<file path="config.mk">
export PLATFORM = sky130hd
export DESIGN_NAME = div_iter_unit_flat
export DESIGN_NICKNAME = d
export VERILOG_FILES = /design/src/rtl/div_iter_unit_if.sv /design/src/rtl/div_iter_unit.sv /design/src/flat_wrapper.sv
export SDC_FILE = /design/constraint.sdc
export NUM_CORES = 1
export LEC_CHECK = 0
export ABC_AREA = 1
export CAP_MARGIN = 0
export CORE_MARGIN = 1.5
export CORE_UTILIZATION = 25
export CTS_CLUSTER_DIAMETER = 80
export DETAILED_ROUTE_END_ITERATION = 7
export PLACE_DENSITY_LB_ADDON = 0.1
export SYNTH_ARGS = -nofsm -noshare
export SYNTH_HDL_FRONTEND = slang
export SYNTH_SLANG_ARGS = --single-unit
</file>
<file path="constraint.sdc">
create_clock -name clk -period 3.5 [get_ports clk]
set_input_delay 1.05 -clock clk [delete_from_list [all_inputs] [get_ports clk]]
set_output_delay 1.05 -clock clk [all_outputs]
set_load 0.05 [all_outputs]
</file>
<file path="src/rtl/div_iter_unit_if.sv">
// rtl/div_iter_unit_if.sv - request/response channel between EX and the iterative divider
interface div_iter_unit_if #(
  parameter int XLEN  = 32,
  parameter int TAG_W = 5
);
  logic             req_valid;
  logic             req_ready;
  logic [2:0]       req_funct3;
  logic [XLEN-1:0]  req_op1;
  logic [XLEN-1:0]  req_op2;
  logic [TAG_W-1:0] req_tag;
  logic             resp_valid;
  logic             resp_ready;
  logic [XLEN-1:0]  resp_data;
  logic [TAG_W-1:0] resp_tag;

  modport master (
    output req_valid, req_funct3, req_op1, req_op2, req_tag, resp_ready,
    input  req_ready, resp_valid, resp_data, resp_tag
  );

  modport slave (
    input  req_valid, req_funct3, req_op1, req_op2, req_tag, resp_ready,
    output req_ready, resp_valid, resp_data, resp_tag
  );
endinterface

</file>
<file path="src/rtl/div_iter_unit.sv">
// rtl/div_iter_unit.sv - radix-2 restoring divider for RV32M DIV/DIVU/REM/REMU
module div_iter_unit #(
  parameter int XLEN  = 32,
  parameter int TAG_W = 5
) (
  input  logic           clk,
  input  logic           reset,
  input  logic           flush,
  div_iter_unit_if.slave dv,
  output logic           busy
);
  localparam int CW = $clog2(XLEN);

  typedef enum logic [1:0] {IDLE, CALC, DONE} state_t;

  state_t           state;
  logic [XLEN-1:0]  dq;
  logic [XLEN-1:0]  divisor;
  logic [XLEN-1:0]  rem;
  logic [CW-1:0]    cnt;
  logic             sel_rem;
  logic             neg_q;
  logic             neg_r;
  logic [TAG_W-1:0] tag_q;

  logic             accept;
  logic             signed_op;
  logic             div_zero;
  logic             overflow;
  logic [XLEN-1:0]  op1_abs;
  logic [XLEN-1:0]  op2_abs;
  logic [XLEN-1:0]  fast_res;
  logic [XLEN:0]    shifted;
  logic [XLEN:0]    diff;
  logic             ge;
  logic [XLEN-1:0]  rem_next;
  logic [XLEN-1:0]  dq_next;
  logic [XLEN-1:0]  res_mag;
  logic [XLEN-1:0]  res_fin;

  assign dv.req_ready = (state == IDLE) && !flush && !reset;
  assign busy         = (state != IDLE);
  assign accept       = dv.req_valid && dv.req_ready;

  assign signed_op = !dv.req_funct3[0];
  assign op1_abs   = (signed_op && dv.req_op1[XLEN-1]) ? -dv.req_op1 : dv.req_op1;
  assign op2_abs   = (signed_op && dv.req_op2[XLEN-1]) ? -dv.req_op2 : dv.req_op2;
  assign div_zero  = (dv.req_op2 == '0);
  assign overflow  = signed_op && (dv.req_op1 == {1'b1, {(XLEN-1){1'b0}}}) && (&dv.req_op2);

  // Fast-path results are architectural constants and bypass sign correction.
  assign fast_res = dv.req_funct3[1] ? (div_zero ? dv.req_op1 : '0)
                                     : (div_zero ? '1 : {1'b1, {(XLEN-1){1'b0}}});

  // Partial remainder is XLEN+1 bits; a clear top bit of the difference means it fit.
  assign shifted  = {rem, dq[XLEN-1]};
  assign diff     = shifted - {1'b0, divisor};
  assign ge       = !diff[XLEN];
  assign rem_next = ge ? diff[XLEN-1:0] : shifted[XLEN-1:0];
  assign dq_next  = {dq[XLEN-2:0], ge};

  assign res_mag = sel_rem ? rem_next : dq_next;
  assign res_fin = (sel_rem ? neg_r : neg_q) ? -res_mag : res_mag;

  always_ff @(posedge clk) begin
    if (reset) begin
      state         <= IDLE;
      dq            <= '0;
      divisor       <= '0;
      rem           <= '0;
      cnt           <= '0;
      sel_rem       <= 1'b0;
      neg_q         <= 1'b0;
      neg_r         <= 1'b0;
      tag_q         <= '0;
      dv.resp_valid <= 1'b0;
      dv.resp_data  <= '0;
      dv.resp_tag   <= '0;
    end else if (flush) begin
      state         <= IDLE;
      cnt           <= '0;
      dv.resp_valid <= 1'b0;
    end else begin
      case (state)
        IDLE: begin
          if (accept) begin
            sel_rem <= dv.req_funct3[1];
            tag_q   <= dv.req_tag;
            neg_q   <= signed_op & (dv.req_op1[XLEN-1] ^ dv.req_op2[XLEN-1]);
            neg_r   <= signed_op & dv.req_op1[XLEN-1];
            divisor <= op2_abs;
            dq      <= op1_abs;
            rem     <= '0;
            cnt     <= '0;
            if (div_zero || overflow) begin
              state         <= DONE;
              dv.resp_valid <= 1'b1;
              dv.resp_data  <= fast_res;
              dv.resp_tag   <= dv.req_tag;
            end else begin
              state <= CALC;
            end
          end
        end
        CALC: begin
          rem <= rem_next;
          dq  <= dq_next;
          cnt <= cnt + 1'b1;
          if (cnt == CW'(XLEN-1)) begin
            state         <= DONE;
            dv.resp_valid <= 1'b1;
            dv.resp_data  <= res_fin;
            dv.resp_tag   <= tag_q;
          end
        end
        DONE: begin
          if (dv.resp_ready) begin
            state         <= IDLE;
            dv.resp_valid <= 1'b0;
          end
        end
        default: state <= IDLE;
      endcase
    end
  end
endmodule
</file>
<file path="src/flat_wrapper.sv">
// flat-port wrapper written by rule: the top's interface ports become plain ports
module div_iter_unit_flat 
#(
  parameter int XLEN  = 32,
  parameter int TAG_W = 5
)
  (clk, reset, flush, busy, dv_req_valid, dv_req_funct3, dv_req_op1, dv_req_op2, dv_req_tag, dv_resp_ready, dv_req_ready, dv_resp_valid, dv_resp_data, dv_resp_tag);
  div_iter_unit_if #(.XLEN(XLEN), .TAG_W(TAG_W)) dv_i ();
  input  logic clk;
  input  logic reset;
  input  logic flush;
  output logic busy;
  input wire logic [$bits(dv_i.req_valid)-1:0] dv_req_valid;
  input wire logic [$bits(dv_i.req_funct3)-1:0] dv_req_funct3;
  input wire logic [$bits(dv_i.req_op1)-1:0] dv_req_op1;
  input wire logic [$bits(dv_i.req_op2)-1:0] dv_req_op2;
  input wire logic [$bits(dv_i.req_tag)-1:0] dv_req_tag;
  input wire logic [$bits(dv_i.resp_ready)-1:0] dv_resp_ready;
  output wire logic [$bits(dv_i.req_ready)-1:0] dv_req_ready;
  output wire logic [$bits(dv_i.resp_valid)-1:0] dv_resp_valid;
  output wire logic [$bits(dv_i.resp_data)-1:0] dv_resp_data;
  output wire logic [$bits(dv_i.resp_tag)-1:0] dv_resp_tag;
  assign dv_i.req_valid = dv_req_valid;
  assign dv_i.req_funct3 = dv_req_funct3;
  assign dv_i.req_op1 = dv_req_op1;
  assign dv_i.req_op2 = dv_req_op2;
  assign dv_i.req_tag = dv_req_tag;
  assign dv_i.resp_ready = dv_resp_ready;
  assign dv_req_ready = dv_i.req_ready;
  assign dv_resp_valid = dv_i.resp_valid;
  assign dv_resp_data = dv_i.resp_data;
  assign dv_resp_tag = dv_i.resp_tag;
  div_iter_unit #(.XLEN(XLEN), .TAG_W(TAG_W)) u_core (.clk(clk), .reset(reset), .flush(flush), .dv(dv_i), .busy(busy));
endmodule
</file>
# Word level (Yosys, flattened, before mapping)
# Cells that the tools add are included.
# word_totals
ff_bits	149
latchBits	0
mem_bits_rw	0
romBits	0
input_bits	77
out_inout_bits	40
wordCells	87
n_memories	0
# classes
add_sub_neg	5
mul	0
div	0
magnitude_cmp	0
n_eq_ne	8
shifts	0
muxes	33
bitwise	4
reduce_logical	25
# ops
op	count
two-way mux 32 bit	12
case mux 32 bit (2 select lines)	3
negator 32 bit	3
subtractor 33 x 32 -> 33 bit	1
equality test 32 bit (second input constant)	1
zero test 32 bit	1
AND reduction 32 bit	1
two-way mux 31 bit	1
two-way mux 5 bit	4
case mux 5 bit (2 select lines)	2
AND reduction 5 bit	2
AND reduction 3 bit	3
two-way mux 2 bit	4
logical AND 1 bit	7
case mux 2 bit (3 select lines)	1
adder 5 x 1 -> 5 bit (second input constant)	1
equality test 5 bit (second input constant)	1
two-way mux 1 bit	5
zero test 1 bit	4
inequality test 2 x 1 -> 1 bit (second input constant)	2
inequality test 2 bit (second input constant)	2
nonzero test 2 bit	2
case mux 1 bit (3 select lines)	1
nonzero test 3 bit	1
9 further kinds	10

# Longest topological paths before layout
# Gate-level depths: netlist (run 1).
# logic_depth
word_depth	7
ltp_mapped	30
depth_no_buf	29

# Least setup slack after synthesis (run 1)
# Ideal clock, no wire load.
# synth_timing
kind	input to register
startpoint	input port reset
endpoint	register u_core.dv.resp_data[0]
setup_time_ns	0.074
t_arrival_ns	3.730
required_ns	3.426
path_slack_ns	-0.304
path_stages	14
n_path_buf	3
cell_sequence	clkbuf_1 > nor2_1 > inv_1 > nor2_1 > nand2_1 > o21ai_1 > inv_1 > nor2_1 > nand3_4 > inv_2 > buf_4 > buf_2 > o21ai_0 > a31oi_1
# synth_via
elab_chain_len	5
# synth_rtl
element	line	text
start: declaration	flat_wrapper.sv:10	input logic reset;
zero test 1 bit	div_iter_unit.sv:41	assign dv.req_ready = (state == IDLE) && !flush && !reset;
logical AND 1 bit	div_iter_unit.sv:41	
net dv_req_ready	flat_wrapper.sv:19	output wire logic [$bits(dv_i.req_ready)-1:0] dv_req_ready;
logical AND 1 bit	div_iter_unit.sv:43	assign accept = dv.req_valid && dv.req_ready;
inequality test 2 x 1 -> 1 bit (no line)	--	
AND reduction 5 bit (no line)	--	
end signal: assignment	div_iter_unit.sv:98	dv.resp_data <= fast_res;
end signal: assignment	div_iter_unit.sv:112	dv.resp_data <= res_fin;
end: declaration	div_iter_unit_if.sv:24	output req_ready, resp_valid, resp_data, resp_tag
# The timed path passes the listed nets, and every way through them passes these cells.
# A chain may end at the register's enable or synchronous reset.

# Worst setup path after layout (run 1)
# layout_timing
startpoint	register u_core.divisor[21]
endpoint	register u_core.dv.resp_data[11]
# layout_via
elab_chain_len	7
elab_cells_between_ends	8
cone_classes	2 x add/sub; 5 x mux; 1 x reduce/logical
# layout_rtl
element	line	text
start: declaration	div_iter_unit.sv:18	logic [XLEN-1:0] divisor;
start signal: assignment	div_iter_unit.sv:91	divisor <= op2_abs;
subtractor 33 x 32 -> 33 bit (*)	div_iter_unit.sv:57	assign diff = shifted - {1'b0, divisor};
two-way mux 32 bit or zero test 1 bit (tied branches)	div_iter_unit.sv:59, div_iter_unit.sv:58	
two-way mux 32 bit (*)	div_iter_unit.sv:62	assign res_mag = sel_rem ? rem_next : dq_next;
negator 32 bit	div_iter_unit.sv:63	assign res_fin = (sel_rem ? neg_r : neg_q) ? -res_mag : res_mag;
two-way mux 32 bit (*)	div_iter_unit.sv:63	
two-way mux 32 bit (*)	div_iter_unit.sv:109	if (cnt == CW'(XLEN-1)) begin
case mux 32 bit (2 select lines) (*)	div_iter_unit.sv:84	case (state)
# Every way passes the cells marked *; elsewhere a longest branch is shown, timed or not. The select of a mux whose other input is x is not followed.

==> results of run 1 <==
cell type report:
cell class	instances	area [um2]
fill	5601	31100
clock buffer	21	460
clock inverter	11	149
multi-input combinational	1643	9200
tap	672	841
sequential	149	3000
inverter	290	1110
timing repair buffer	487	4220
registers in the layout (all words and copies together) (netlist names), 2 cells and up:
signal               count
u_core.cnt               5
u_core.divisor          32
u_core.dq               32
u_core.dv.resp_data     32
u_core.dv.resp_tag       5
u_core.rem              32
u_core.state             2
u_core.tag_q             5
layout by cell type, fill, tap and decap left out, drive strengths merged:
| cell | netlist | layout |
|---|---|---|
| nand2 | 686 | 688 |
| buf | 30 | 369 |
| inv | 287 | 286 |
| nor2 | 206 | 206 |
| a21oi | 190 | 190 |
| nand3 | 170 | 170 |
| dfxtp | 149 | 149 |
| o21ai | 138 | 138 |
| clkdlybuf4s50 | 0 | 108 |
| ha | 41 | 41 |
| xor2 | 37 | 37 |
| nor3 | 28 | 28 |
| nand4 | 26 | 26 |
| clkbuf | 61 | 26 |
| o221ai | 25 | 25 |
| or2 | 25 | 25 |
| a31oi | 18 | 18 |
| xnor2 | 11 | 11 |
| nor4 | 9 | 9 |
| clkinv | 3 | 9 |
| nand3b | 8 | 8 |
| o211ai | 5 | 5 |
| dlymetal6s2s | 0 | 5 |
| and2 | 3 | 3 |
| clkinvlp | 0 | 3 |
| bufinv | 0 | 3 |
| a21o | 2 | 2 |
| a21boi | 2 | 2 |
| o31ai | 2 | 2 |
| o22ai | 2 | 2 |
| nor4b | 1 | 1 |
| o41ai | 1 | 1 |
| mux2i | 1 | 1 |
| o21bai | 1 | 1 |
| o21a | 1 | 1 |
| a221oi | 1 | 1 |
| fa | 1 | 1 |
worst max-delay path, cell delays in order (launching register included):
cell and delay, ns:
dfxtp_2 0.36, clkinv_4 0.10, ha_4 0.24, nand2_1 0.09, nand2_2 0.08, a21oi_4 0.17
nand2_2 0.10, a21oi_4 0.26, nand3_4 0.22, nand2_8 0.16, clkbuf_16 0.15, nand2_4 0.05
nand2_2 0.08, nand2_2 0.05, nand2_2 0.11, nand2_2 0.08, nor3_4 0.21, nand2_8 0.13
o21ai_1 0.18, or2_2 0.13, nand3_1 0.19, a21oi_1 0.21
routing by layer:
layer / up-vias / part of all wire [%] / global-route usage (%)
met3: 38 / 3.6 / 3.38
met1: 7109 / 49 / 28.7
met2: 236 / 46 / 34.3
met4: 0 / 1.4 / 5.19
met5: - / 0 / 0
li1: 7846 / - / -
worst paths after layout:
kind                                                 to  slack [ns]  cells past startpoint
worst min register to register     u_core.dv.resp_valid        0.46                      2
worst max register to register  u_core.dv.resp_data[11]        0.05                     21
worst min-delay path               u_core.dv.resp_valid        0.46                      2
worst max-delay path            u_core.dv.resp_data[11]        0.05                     21
stage by stage:
stage	TNS (ns)	total power, mW	cells	worst slack [ns]
global placement	-21.86	3.68	3210	-0.548
finish	0	5.94	3273	0.0473
CTS	-0.0133	5.79	3252	-0.0133
floorplan	0	2.82	2171	0.175
global route	-1.52	6.27	3273	-0.133
detailed placement	-25.51	3.68	3210	-0.576
power by group through the flow:
stage,Sequential (mW),Clock (mW),Combinational [mW]
floorplan,1.81,0,1.01
global placement,1.81,0,1.87
detailed placement,1.81,0,1.87
CTS,1.77,2.08,1.94
global route,1.78,2.13,2.36
finish,1.77,2.01,2.15
kinds of logic (layout without fill, tap and decap cells):
group | Yosys count | count (layout)
multiplexers | 1 | 1
AND/OR/NAND/NOR | 1162 | 1164
XOR/XNOR | 48 | 48
AO/OA/AOI/OAI | 388 | 388
buffers and inverters | 381 | 809
flip-flops | 149 | 149
adder cells (fa/ha/maj) | 42 | 42
timing repair:
| action | CTS | global route |
|---|---|---|
| gates cloned | 0 | 7 |
| buffers inserted | 10 | 15 |
| resized for setup | 65 | 226 |
| setup endpoints to repair | 28 | 49 |
| pin swaps | 21 | 59 |
==> key figures, run 1 <==
Run status
  – Outcome: finished, final reports clean

Synthesis
  – Synth Cell Area: 12600 um2
  – Warnings from Yosys: 0
  – Adder-cell share of the synthesized area: 4.22%
  – Complex-gate fraction of the synthesized area: around 17%
  – Top-count cell post-synth: nand2_1
  – XOR/XNOR Fraction of Synth Area: 3.33%
  – Main combinational cell family by area after synthesis: simple AND/OR/NAND/NOR gates
  – Post-synth EDFFs: 0
  – Async S/R FF share, synth: 0%
  – Synth Area in Simple Gates: 39.7%
  – Synth area leader: dfxtp_1
  – Main flop type after synthesis: dfxtp_1
  – Sequential share of the synthesized area: a little under a quarter
  – Synth Register Bits: between 100 and 150
  – Post-synth top area share: 23.6%
  – Most area-consuming cells after synthesis: dfxtp_1 (24%), nand2_1 (20%), inv_1 (8.4%)
  – Synth cell types: between 50 and 60
  – Post-synth net total: about 2.3k
  – Synth cell count leaders: nand2_1 (661), inv_1 (282), nor2_1 (194), a21oi_1 (185), nand3_1 (160)
  – Cells after synthesis: between 2k and 2.5k
  – Synth Area per Inst: ~5.8 um2
  – Multiplexer share of the synthesized area: 0.0792%

Detailed routing
  – Final wirelength: between 50000 and 60000 um
  – First-pass DRT Iterations: 5
  – Wire length per cell: ~17 um
  – Antenna viol nets, final: 0
  – DR iter-0 viols: 1004
  – Vias: 15.2k
  – Vias per std cell: between 4 and 5
  – Drt drc: 0

Critical path
  – Crit path required time: between 3 and 4 ns
  – R2R Path Start: u_core.divisor[21]
  – Critical Path End Type: register
  – Crit path from: u_core.divisor[21]
  – CP Class: register to register
  – Maximum fanout along the worst path: 8
  – Worst EP arrival: 3.87 ns
  – Worst setup SP type: register

Finish
  – Final design utilization: between 30% and 40%
  – Layout cell share with drive strength beyond 1: 27.0%
  – Nets: 2707
  – ANT cells: 0
  – Finished Cell Area: 19000 um2
  – Area grow syn2layout: 50.2%

Global route
  – Overflow after GRT: 0
  – Initial antenna violation count: 0
  – Pin count of the biggest net entering global routing: 82
  – First-pass GRT wire length: 83400 um
  – GRT Total Usage: 21.0%
  – Number of global-route vias before repair: 14.3k

Timing
  – Final hold violation count: 0
  – Max-slew violations: 0
  – Clock Skew: 0.0163 ns
  – Count of final setup violators: 0
  – Slew margin rel.: 29.9%
  – Period utilization: 98.6%
  – Hold_ws: 0.457 ns
  – Max frequency: roughly 290 MHz
  – Unrepaired setup endpoints after global routing: yes
  – Fin crit period: 3.45 ns
  – Worst Tran Pin Value: 1.05 ns

Clock tree
  – Clock Latency Late Sink: ~0.49 ns
  – Cts hold-fix bufs: 0
  – Clock transition at the registers of the reported paths: 0.07 ns
  – CTS Buf Count: 17
  – CTS tree: done
  – Root Driver: clkbuf_16
  – CTS sink count: 149
  – Max Buffers Root-to-Sink: 2
  – CTS H-tree lvls: 4

Placed design
  – Final HPWL DP: 43700 um
  – I/O Buffers: 115
  – RePlAce Congestion: between 0.8 and 0.9
  – Dpl cell area: 16900 um2

Power
  – Internal Power: 3.78 mW
  – Logic gate share of total power: 36.3%
  – Sw power: 2.16 mW
  – Sw Share: a little over a third
  – Power Dens Cells: ~310 nW/um2
  – Flop pwr share: 29.9%
  – Clock group share of total power: 33.9%
  – Worst ir drop on vdd: slightly below 400 uV
  – Leakage: ~9 nW

Die
  – Die Span Y: 228 um
  – DIE AREA: 51900 um2
  – FP Rows: 82
  – Initial Utilization: 25.2%
  – Std-Cell Core Area: around 50000 um2
  – Top-Level Pins: 117
  – Die X: around 230 um

Worst hold path
  – Hold Path Origin: u_core.dv.resp_valid
  – Worst hold path class: register to register

Run
  – Max Cap Viol: 0
(Power assumes the default switching activity.)
==> inputs of run 2 (changes only) <==
--- a/config.mk
+++ b/config.mk
@@ -7,8 +7,10 @@
 export LEC_CHECK = 0
 export ABC_AREA = 1
 export CAP_MARGIN = 0
+export CELL_PAD_IN_SITES_DETAIL_PLACEMENT = 1
+export CELL_PAD_IN_SITES_GLOBAL_PLACEMENT = 1
 export CORE_MARGIN = 1.5
-export CORE_UTILIZATION = 25
+export CORE_UTILIZATION = 41
 export CTS_CLUSTER_DIAMETER = 80
 export DETAILED_ROUTE_END_ITERATION = 7
 export PLACE_DENSITY_LB_ADDON = 0.1
==> run 2 against run 1 <==
  * The flow now finishes with violations (negative setup slack)
  * Combinational power about the same
  * Register-to-register slack got worse by 0.18 ns
  * Sequential power hardly changed
  * Core utilization rose by 22 points
  * Maximum frequency shrank 5.1%
  * Final cell count is 9.3% lower
  * Non-clock buffer count fell by 31
  * Critical path depth unchanged
  * First-iteration DRC count is 37% higher
  * Wire length grew 16%
  * Via count rose by 13%
  * Highest routed layer unchanged
==> key figures, run 2 (same netlist as run 1, synthesis figures left out) <==
Run status
  – Outcome: finished with violations
  – Failing checks: negative setup slack

Timing
  – Fin crit period: 3.64 ns
  – Slew margin rel.: 22.3%
  – Final hold violation count: 0
  – Max-slew violations: 0
  – Period utilization: 104%
  – Setup WS post-layout: -0.137 ns
  – Max frequency: 275 MHz
  – Clock Skew: approximately 0.015 ns
  – Count of final setup violators: 33
  – Fin Setup TNS: -2.06 ns
  – Worst Tran Pin Value: 1.17 ns
  – Unrepaired setup endpoints after global routing: yes

Global route
  – First-pass GRT wire length: 89300 um
  – Number of global-route vias before repair: 17.0k
  – Overflow after GRT: 0
  – GRT Total Usage: about 36%
  – Initial antenna violation count: 1
  – Pin count of the biggest net entering global routing: 82

Detailed routing
  – First-pass DRT Iterations: 5
  – Vias: ~17k
  – Final wirelength: approximately 65000 um
  – Drt drc: 0
  – Vias per std cell: 5.79
  – DR iter-0 viols: 1376
  – Wire length per cell: 21.8 um
  – Antenna viol nets, final: 0

Clock tree
  – CTS H-tree lvls: 4
  – Clock Latency Late Sink: between 0.4 and 0.5 ns
  – Root Driver: clkbuf_16
  – CTS sink count: approximately 150
  – Cts hold-fix bufs: 0
  – Clock transition at the registers of the reported paths: approximately 0.080 ns
  – CTS tree: done
  – CTS Buf Count: 17
  – Max Buffers Root-to-Sink: 2

Critical path
  – Crit path required time: 3.89 ns
  – Worst EP arrival: 4.02 ns
  – Worst setup SP type: register
  – R2R Path Start: u_core.divisor[24]
  – FF-to-FF End: u_core.dv.resp_data[8]
  – CP Class: register to register
  – Maximum fanout along the worst path: 10
  – Critical Path End Type: register
  – R2r setup slk: -0.14 ns
  – Crit path from: u_core.divisor[24]
  – Reg2Reg Depth: 21

Finish
  – Area of the multi-input gates: 8940 um2
  – Area grow syn2layout: 43.2%
  – Non-Filler Instances: 2967
  – Finished Cell Area: 18100 um2
  – Most frequent cells in the layout: nand2_1 (617), buf_4 (321), inv_1 (268)
  – Commonest non-fill, non-tap cell in the layout: nand2_1
  – Nets: 2675
  – Fillcell total: 4115
  – Layout cell share with drive strength beyond 1: 24.1%
  – Reg area: 3000 um2

Die
  – Top-Level Pins: 117
  – Initial Utilization: 41.5%
  – Std-Cell Core Area: 30400 um2
  – Die Span Y: 179 um
  – Die X: 179 um
  – FP Rows: between 60 and 70
  – DIE AREA: 31900 um2

Run
  – Max Cap Viol: 0

Placed design
  – Placed instance count: 2868
  – Setup WS pre-CTS: -0.640 ns
  – Dpl cell area: 16100 um2
  – I/O Buffers: between 100 and 150
  – Final HPWL DP: between 40000 and 50000 um
  – RePlAce Congestion: 0.973

Worst hold path
  – Min-Delay Endpoint: u_core.dv.resp_valid
  – Worst hold path class: register to register
  – Hold Path Origin: u_core.dv.resp_valid
  – Hold depth: 2

Power
  – Sw Share: 38.2%
  – Worst ir drop on vdd: around 320 uV
  – Sw power: 2.27 mW
  – Clock group share of total power: around a third
  – Internal Power: roughly 3.7 mW
  – Power Dens Cells: ~330 nW/um2
  – Total power: ~6 mW
  – Logic gate share of total power: 36.4%
  – Flop pwr share: 29.9%
  – Leakage: 8.82 nW
-- run 2: cell types whose count changed in the layout (fill, tap and decap cells not counted), sizes merged, moves of 2 or more --
cell and delta:
inv +4, dlymetal6s2s -2, dlygate4sd2 +2, clkbuf -3, buf -29, diode +2
-- run 2: final cells by class --
cell class / instances / share of cell area, %
Multi-Input combinational cell: 1642 / 49.4
Clock buffer: 20 / 2.52
Clock inverter: 12 / 0.795
Timing Repair Buffer: 456 / 21.9
Antenna cell: 2 / 0.0277
Sequential cell: 149 / 16.6
Inverter: 290 / 6.10
Tap cell: 396 / 2.74
-- run 2: per-layer routing --
layer	part of all wire [%]	vias up	track usage (%)	routed length (um)
met3	5.7	251	4.77	3660
met5	0	-	0	0
met1	41	8404	44.1	26200
li1	-	7775	-	-
met4	5.8	0	18.2	3780
met2	48	749	62.8	31000
-- run 2: metrics by stage --
| stage | util, % | hold WS, ns |
|---|---|---|
| floorplan | - | 0.445 |
| global route | 59.5 | 0.488 |
| finish | 59.5 | 0.471 |
| detailed placement | 52.8 | 0.446 |
| global placement | 52.8 | 0.435 |
| CTS | 57.1 | 0.457 |
-- run 2: timing repair --
action                                  CTS  global route
endpoints found under the setup margin   41            55
gates cloned                              3             3
buffers inserted                         31            28
pin swaps                                43            53
gates resized for setup                 105           109
-- run 2: power groups by stage --
stage          clock, mW  combinational (mW)  sequential (mW)
2_1_floorplan          0                1.01             1.81
3_3_place_gp           0                1.76             1.81
3_5_place_dp           0                1.83             1.81
4_1_cts             1.99                1.96             1.77
5_1_grt             2.07                2.32             1.78
6_report            2.01                2.17             1.78
-- run 2: how the worst max path moves through the flow --
stage / slack [ns] / to
2_1_floorplan: 0.18 / u_core.dv.resp_data[0]
3_3_place_gp: -0.50 / u_core.dq[31]
3_5_place_dp: -0.64 / u_core.dv.resp_data[8]
4_1_cts: -0.08 / u_core.dv.resp_data[18]
5_1_grt: -0.32 / u_core.dv.resp_data[2]
6_report: -0.14 / u_core.dv.resp_data[8]
-- run 2: worst max-delay path, stage by stage, from the launching register on --
cell      delay [ns]
dfxtp_1         0.32
inv_1           0.20
ha_1            0.30
nand2_1         0.13
nor2_2          0.07
nand2_1         0.12
inv_1           0.09
a21oi_4         0.24
nand2_4         0.10
nand2_4         0.10
nand2_8         0.11
buf_12          0.17
nand2_1         0.07
nand2_2         0.09
a21boi_1        0.30
nand3_2         0.24
nor2_4          0.18
buf_4           0.13
buf_4           0.10
nor3_1          0.04
nand3b_1        0.24
a31oi_1         0.21
